<file path="src/rtl/aes_pkg.sv">
// Shared AES datapath constants and types.
// Used by the round-key mixer and the key paths.
package aes_pkg;

    localparam int AES_NB    = 16;
    localparam int AES128_NR = 10;
    localparam int AES192_NR = 12;
    localparam int AES256_NR = 14;

    typedef logic [AES_NB-1:0][7:0] state_t;

    function automatic int rnd_idx_w(input int nr);
        return $clog2(nr + 1);
    endfunction

endpackage

</file>
<file path="src/rtl/round_key_fifo.sv">
// Small synchronous FIFO for prefetched round keys.
// Read data is first-word fall-through.
module round_key_fifo #(
    parameter int DEPTH = 2,
    parameter int W     = 128,
    localparam int CW   = $clog2(DEPTH) + 1
) (
    input  logic          clk,
    input  logic          resetn,
    input  logic          i_push,
    input  logic [W-1:0]  i_data,
    input  logic          i_pop,
    output logic [W-1:0]  o_data,
    output logic          o_full,
    output logic          o_empty,
    output logic [CW-1:0] o_count
);

    localparam int AW = $clog2(DEPTH);

    logic [W-1:0]  r_mem [DEPTH];
    logic [AW-1:0] r_wp;
    logic [AW-1:0] r_rp;
    logic [CW-1:0] r_cnt;
    logic          w_push;
    logic          w_pop;

    // A push into a full FIFO is only legal alongside a pop.
    assign w_push  = i_push && (!o_full || i_pop);
    assign w_pop   = i_pop && !o_empty;
    assign o_full  = (r_cnt == CW'(DEPTH));
    assign o_empty = (r_cnt == '0);
    assign o_count = r_cnt;
    assign o_data  = r_mem[r_rp];

    always_ff @(posedge clk or negedge resetn) begin
        if (!resetn) begin
            r_wp  <= '0;
            r_rp  <= '0;
            r_cnt <= '0;
        end else begin
            if (w_push) r_wp <= r_wp + 1'b1;
            if (w_pop)  r_rp <= r_rp + 1'b1;
            r_cnt <= r_cnt + CW'(w_push) - CW'(w_pop);
        end
    end

    always_ff @(posedge clk) begin
        if (w_push) r_mem[r_wp] <= i_data;
    end

endmodule

</file>
<file path="src/rtl/enc_round_key_mixer.sv">
// Handshaked AddRoundKey stage with round counting
// and a local round-key prefetch FIFO.
module enc_round_key_mixer
    import aes_pkg::*;
#(
    parameter int NB         = AES_NB,
    parameter int NUM_ROUNDS = AES256_NR,
    parameter int KEY_DEPTH  = 2,
    parameter int RW         = rnd_idx_w(AES256_NR)
) (
    input  logic            clk,
    input  logic            resetn,
    input  logic            start,
    input  logic            dec_mode,
    output logic            busy,
    input  logic            s_valid,
    output logic            s_ready,
    input  logic [NB*8-1:0] s_data,
    output logic            key_req,
    output logic [RW-1:0]   key_idx,
    input  logic            key_ack,
    input  logic [NB*8-1:0] key_data,
    output logic            m_valid,
    input  logic            m_ready,
    output logic [NB*8-1:0] m_data,
    output logic [RW-1:0]   m_round,
    output logic            m_last
);

    localparam int DW = NB * 8;
    localparam int CW = $clog2(KEY_DEPTH) + 1;
    localparam logic [RW:0]   NKEYS = (RW+1)'(NUM_ROUNDS + 1);
    localparam logic [RW-1:0] LAST  = RW'(NUM_ROUNDS);
    localparam logic [CW-1:0] FULL  = CW'(KEY_DEPTH);

    typedef enum logic [1:0] {IDLE, RUN, DRAIN} ctrl_e;

    ctrl_e         r_state, w_state_nxt;
    logic          r_dec, w_dec_nxt;
    logic [RW-1:0] r_idx, w_idx_nxt;
    logic [RW:0]   r_fetched, w_fetched_nxt;
    logic [RW-1:0] r_cnt, w_cnt_nxt;
    logic          r_key_req, w_key_req_nxt;
    logic          r_m_valid;
    logic          r_m_last;
    logic [DW-1:0] r_m_data;
    logic [RW-1:0] r_m_round;

    logic          w_push;
    logic          w_accept;
    logic          w_full;
    logic          w_empty;
    logic [CW-1:0] w_occ;
    logic [CW-1:0] w_occ_nxt;
    logic [DW-1:0] w_key;

    assign w_push    = r_key_req && key_ack && (!w_full || w_accept);
    assign s_ready   = (r_state == RUN) && !w_empty
                       && (!r_m_valid || m_ready);
    assign w_accept  = s_valid && s_ready;
    assign w_occ_nxt = w_occ + CW'(w_push) - CW'(w_accept);

    round_key_fifo #(
        .DEPTH (KEY_DEPTH),
        .W     (DW)
    ) u_fifo (
        .clk     (clk),
        .resetn  (resetn),
        .i_push  (w_push),
        .i_data  (key_data),
        .i_pop   (w_accept),
        .o_data  (w_key),
        .o_full  (w_full),
        .o_empty (w_empty),
        .o_count (w_occ)
    );

    always_comb begin
        w_state_nxt   = r_state;
        w_dec_nxt     = r_dec;
        w_idx_nxt     = r_idx;
        w_fetched_nxt = r_fetched + (RW+1)'(w_push);
        w_cnt_nxt     = r_cnt;
        unique case (r_state)
            IDLE: begin
                if (start) begin
                    w_state_nxt   = RUN;
                    w_dec_nxt     = dec_mode;
                    w_idx_nxt     = dec_mode ? LAST : '0;
                    w_fetched_nxt = '0;
                    w_cnt_nxt     = '0;
                end
            end
            RUN: begin
                // The index parks on its final value instead of wrapping.
                if (w_push && (w_fetched_nxt < NKEYS))
                    w_idx_nxt = r_dec ? r_idx - 1'b1 : r_idx + 1'b1;
                if (w_accept) begin
                    w_cnt_nxt = r_cnt + 1'b1;
                    if (r_cnt == LAST) w_state_nxt = DRAIN;
                end
            end
            DRAIN: begin
                if (r_m_valid && m_ready) w_state_nxt = IDLE;
            end
            default: w_state_nxt = IDLE;
        endcase
        w_key_req_nxt = (w_state_nxt == RUN)
                        && (w_fetched_nxt < NKEYS)
                        && (w_occ_nxt < FULL);
    end

    always_ff @(posedge clk or negedge resetn) begin
        if (!resetn) begin
            r_state   <= IDLE;
            r_dec     <= 1'b0;
            r_idx     <= '0;
            r_fetched <= '0;
            r_cnt     <= '0;
            r_key_req <= 1'b0;
        end else begin
            r_state   <= w_state_nxt;
            r_dec     <= w_dec_nxt;
            r_idx     <= w_idx_nxt;
            r_fetched <= w_fetched_nxt;
            r_cnt     <= w_cnt_nxt;
            r_key_req <= w_key_req_nxt;
        end
    end

    always_ff @(posedge clk or negedge resetn) begin
        if (!resetn) begin
            r_m_valid <= 1'b0;
            r_m_data  <= '0;
            r_m_round <= '0;
            r_m_last  <= 1'b0;
        end else if (w_accept) begin
            r_m_valid <= 1'b1;
            r_m_data  <= s_data ^ w_key;
            r_m_round <= r_dec ? LAST - r_cnt : r_cnt;
            r_m_last  <= (r_cnt == LAST);
        end else if (m_ready) begin
            r_m_valid <= 1'b0;
        end
    end

    assign busy    = (r_state != IDLE);
    assign key_req = r_key_req;
    assign key_idx = r_idx;
    assign m_valid = r_m_valid;
    assign m_data  = r_m_data;
    assign m_round = r_m_round;
    assign m_last  = r_m_last;

endmodule

</file>
<file path="config.mk">
export PLATFORM = sky130hd
export DESIGN_NAME = enc_round_key_mixer
export DESIGN_NICKNAME = d
export VERILOG_FILES = /design/src/rtl/aes_pkg.sv /design/src/rtl/round_key_fifo.sv /design/src/rtl/enc_round_key_mixer.sv
export SDC_FILE = /design/constraint.sdc
export NUM_CORES = 1
export LEC_CHECK = 0
export ABC_AREA = 1
export ABC_CLOCK_PERIOD_IN_PS = 9120
export BUFFER_PORTS_ARGS = -buffer_cell sky130_fd_sc_hd__buf_2
export CAP_MARGIN = 10
export CORE_MARGIN = 3
export CORE_UTILIZATION = 53
export CTS_CLUSTER_DIAMETER = 80
export DETAILED_ROUTE_END_ITERATION = 10
export PLACE_DENSITY_LB_ADDON = 0.2
export SYNTH_ARGS = -nofsm -noshare
export SYNTH_HDL_FRONTEND = slang
export SYNTH_SLANG_ARGS = --single-unit
</file>
<file path="constraint.sdc">
create_clock -name clk -period 9.12 [get_ports clk]
set_input_delay 0.912 -clock clk [delete_from_list [all_inputs] [get_ports clk]]
set_output_delay 0.912 -clock clk [all_outputs]
set_load 0.01 [all_outputs]
</file>
==> metrics.csv <==
metric;value;unit
hold_class;flip-flop to flip-flop;
overflow;0;
fp.dieW;182;um
fin_crit;3.70;ns
rrSetupSlack;5.42;ns
yosysUniqueCellTypes;28;
layout_setup_ws;5.42;ns
pre_cts_slack;4.85;ns
final_core_util;0.668;
numCtsBuffers;42;
syn-num-nets;1657;
holdPathStages;2;
syn_to_final_growth;22.9;%
min_period_over_period;0.405;
rsz0062_at_grt;no;
hold_viol;0;
portBuffers;403;
yosys.area.top_type;edfxtp_1;
path_delay_family;buffers and inverters;
ys_async_sr_fraction;0.377;
routed_via_density;4.95;
yosys_most_used_dff;edfxtp_1;
wirelength;37.5;mm
cts_resized;0;
rr_startpoint;r_state[1]$_DFF_PN0_;
worst_ep_arrival_time;3.83;ns
swShare;0.195;
postCtsSetupRepairBufs;0;
fin_nets;2054;
netlist_area;16300;sq um
cp_cell_sequence;inv_1, nand2_2, nor2_2, nand3_4, buf_12, a21oi_4, inv_2, nor2_4, buf_4, buf_4;
grt_start_max_net_pins;271;
ys_ff_latch;411;
grtUsageMet3;0.0537;
drtIter0Drc;652;
ctsHoldBuffers;0;
cts_tree;done;
drc_errors;0;
synth.most_common_cell;nand2_1;
grt_pass1_vias;11000;
core_area;30000;sq um
first_pass_iters;4;
finalMaxSlewViolations;0;
syn_area_per_cell;11.8;sq um
drive_gt1_frac;0.270;
insertion_delay;0.52;ns
worst-path-buf-inv;5;
stdcell_area;20100;sq um
grt_pass1_wl;57.6;mm
p_int;0.00304;W
synth.area.top_cells;edfxtp_1 47%, dfrtp_1 24%, nand2_1 13%, xnor2_1 7.1%, o21ai_0 4.1%;
busiest_layer;met2;
clock_path_buffers;3;
final.fill_count;2301;
avgRoutedWirePerCell;16.9;um
root_buffer;clkbuf_16;
routabilityCongestion;0.821;
end_kind;flip-flop;
tns;0;ns
finClkSkew;0.0161;ns
ios;404;
power_frac_seq;0.524;
whs;0.477;ns
met1_usage;0.272;
power.density;188;nW/um^2
worstRegToRegCells;10;
ir_drop;0.155;mV
synthCells;1384;
yosysTopAreaCellShare;0.471;
crit_path_max_incr_delay;0.87;ns
p_comb_frac;0.029;
cts.clk_slew.worst_paths;0.06;ns
max_slew.worst_pin.slew;1.06;ns
rr_endpoint;u_fifo.r_mem[0][45]$_DFFE_PP_;
synthTopCellsByCount;552 x nand2_1, 256 x edfxtp_1, 155 x dfrtp_1, 134 x o21ai_0, 133 x xnor2_1;
path_max_fanout;270;
cp_data_required_time;9.25;ns
die-area;33000;sq um
power.switching;0.000736;W
synth_warnings;0;
grt_use_total;0.220;
synth_edf_count;256;
antenna_found_initial;20;
dieHeight;182;um
grt_use_met2;0.378;
timing.fmax;0.270;GHz
ant_nets;0;
slew_headroom;0.297;
start_util;0.544;
slowest_stage;buf_4;
vias;11000;
crit_type;flip-flop to flip-flop;
cp_common_cell;buf_4;
dpl_cell_area;18600;sq um
rows;63;
p_leak;9.10;nW
cap_violations;0;
min_to;m_data[68]$_DFFE_PN0N_;
dp_hpwl;25.1;mm
hold_start;m_data[68]$_DFFE_PN0N_;
power.share.clock;0.447;
ys_seq_area_frac;0.708;
clock_sinks;411;
htree_levels;2;
worstSetupStartpointType;flip-flop;
status;finished clean;
setup_viol_count_final;0;
==> layout make-up <==
class,instances,area (sq um),share of cell area
Antenna cell,14,35.0,0.00175
Clock buffer,55,1220,0.0610
Clock inverter,22,165,0.00823
Inverter,28,108,0.00536
Multi-Input combinational cell,887,4390,0.218
Sequential cell,411,11600,0.576
Tap cell,390,488,0.0243
Timing Repair Buffer,411,2100,0.104
==> power by group through the flow <==
stage / Combinational [W] / Clock (W) / Sequential [W]
4_1_cts: 0.000111 / 0.00172 / 0.00198
3_3_place_gp: 0.000106 / 0 / 0.00202
6_report: 0.000110 / 0.00169 / 0.00198
3_5_place_dp: 0.000110 / 0 / 0.00202
2_1_floorplan: 0.0000233 / 0 / 0.00202
5_1_grt: 0.000122 / 0.00180 / 0.00198
==> layer usage <==
layer	part of all wire	wire length [um]	vias to the layer above
met5	0.0030	111	-
met3	0.070	2630	78
li1	-	-	5383
met2	0.51	19100	332
met4	0.031	1170	16
met1	0.39	14500	5177
==> worst max path at each step <==
stage	cells after the start	endpoint	from
floorplan	7	u_fifo.r_mem[0][0]$_DFFE_PP_	m_ready
global placement	10	u_fifo.r_mem[0][70]$_DFFE_PP_	m_ready
detailed placement	10	u_fifo.r_mem[1][70]$_DFFE_PP_	m_ready
CTS	10	u_fifo.r_mem[1][68]$_DFFE_PP_	r_state[1]$_DFF_PN0_
global route	10	u_fifo.r_mem[1][47]$_DFFE_PP_	r_state[1]$_DFF_PN0_
finish	10	u_fifo.r_mem[0][45]$_DFFE_PP_	r_state[1]$_DFF_PN0_
==> placed cells by master, fill, tap and decap left out, drive strengths merged <==
master / count
a211o: 1
a21oi: 5
a31oi: 2
buf: 411
bufinv: 2
clkbuf: 55
clkinv: 15
clkinvlp: 3
dfrtp: 155
diode: 14
edfxtp: 256
fa: 1
ha: 9
inv: 30
nand2: 555
nand3: 12
nand4: 3
nor2: 23
nor3: 1
nor3b: 1
o21ai: 136
o22ai: 1
xnor2: 133
xor2: 4
==> metrics by stage <==
stage	power, W	instances
after global routing	0.00390	2216
after detailed placement	0.00213	2127
final	0.00378	2218
after floorplan	0.00204	1384
after global placement	0.00212	2127
after CTS	0.00382	2204
==> kinds of logic (layout without fill, tap and decap cells) <==
kind of cell / after synthesis / after routing / synth area share
XOR/XNOR: 137 / 137 / 0.0734
AO/OA/AOI/OAI: 145 / 145 / 0.0456
adder cells (fa/ha/maj): 10 / 10 / 0.00812
AND/OR/NAND/NOR: 595 / 595 / 0.141
flip-flops: 411 / 411 / 0.708
buffers and inverters: 86 / 516 / 0.0244
other: 0 / 14 / 0
==> worst reg2reg max path, cell delays in order (launching register included) <==
cell	delay, ns
dfrtp_1	0.38
inv_1	0.09
nand2_2	0.11
nor2_2	0.14
nand3_4	0.08
buf_12	0.33
a21oi_4	0.41
inv_2	0.11
nor2_4	0.08
buf_4	0.61
buf_4	0.91
==> registers in the layout, summed over array words and instances, names as in the netlist <==
signal          cells
u_fifo.r_rp         1
r_fetched           5
r_cnt               4
u_fifo.r_wp         1
key_idx             4
m_data            128
key_req             1
u_fifo.o_count      2
u_fifo.r_mem      256
m_round             4
m_valid             1
r_state             2
r_dec               1
m_last              1
Power figures use the tool's default switching activity.
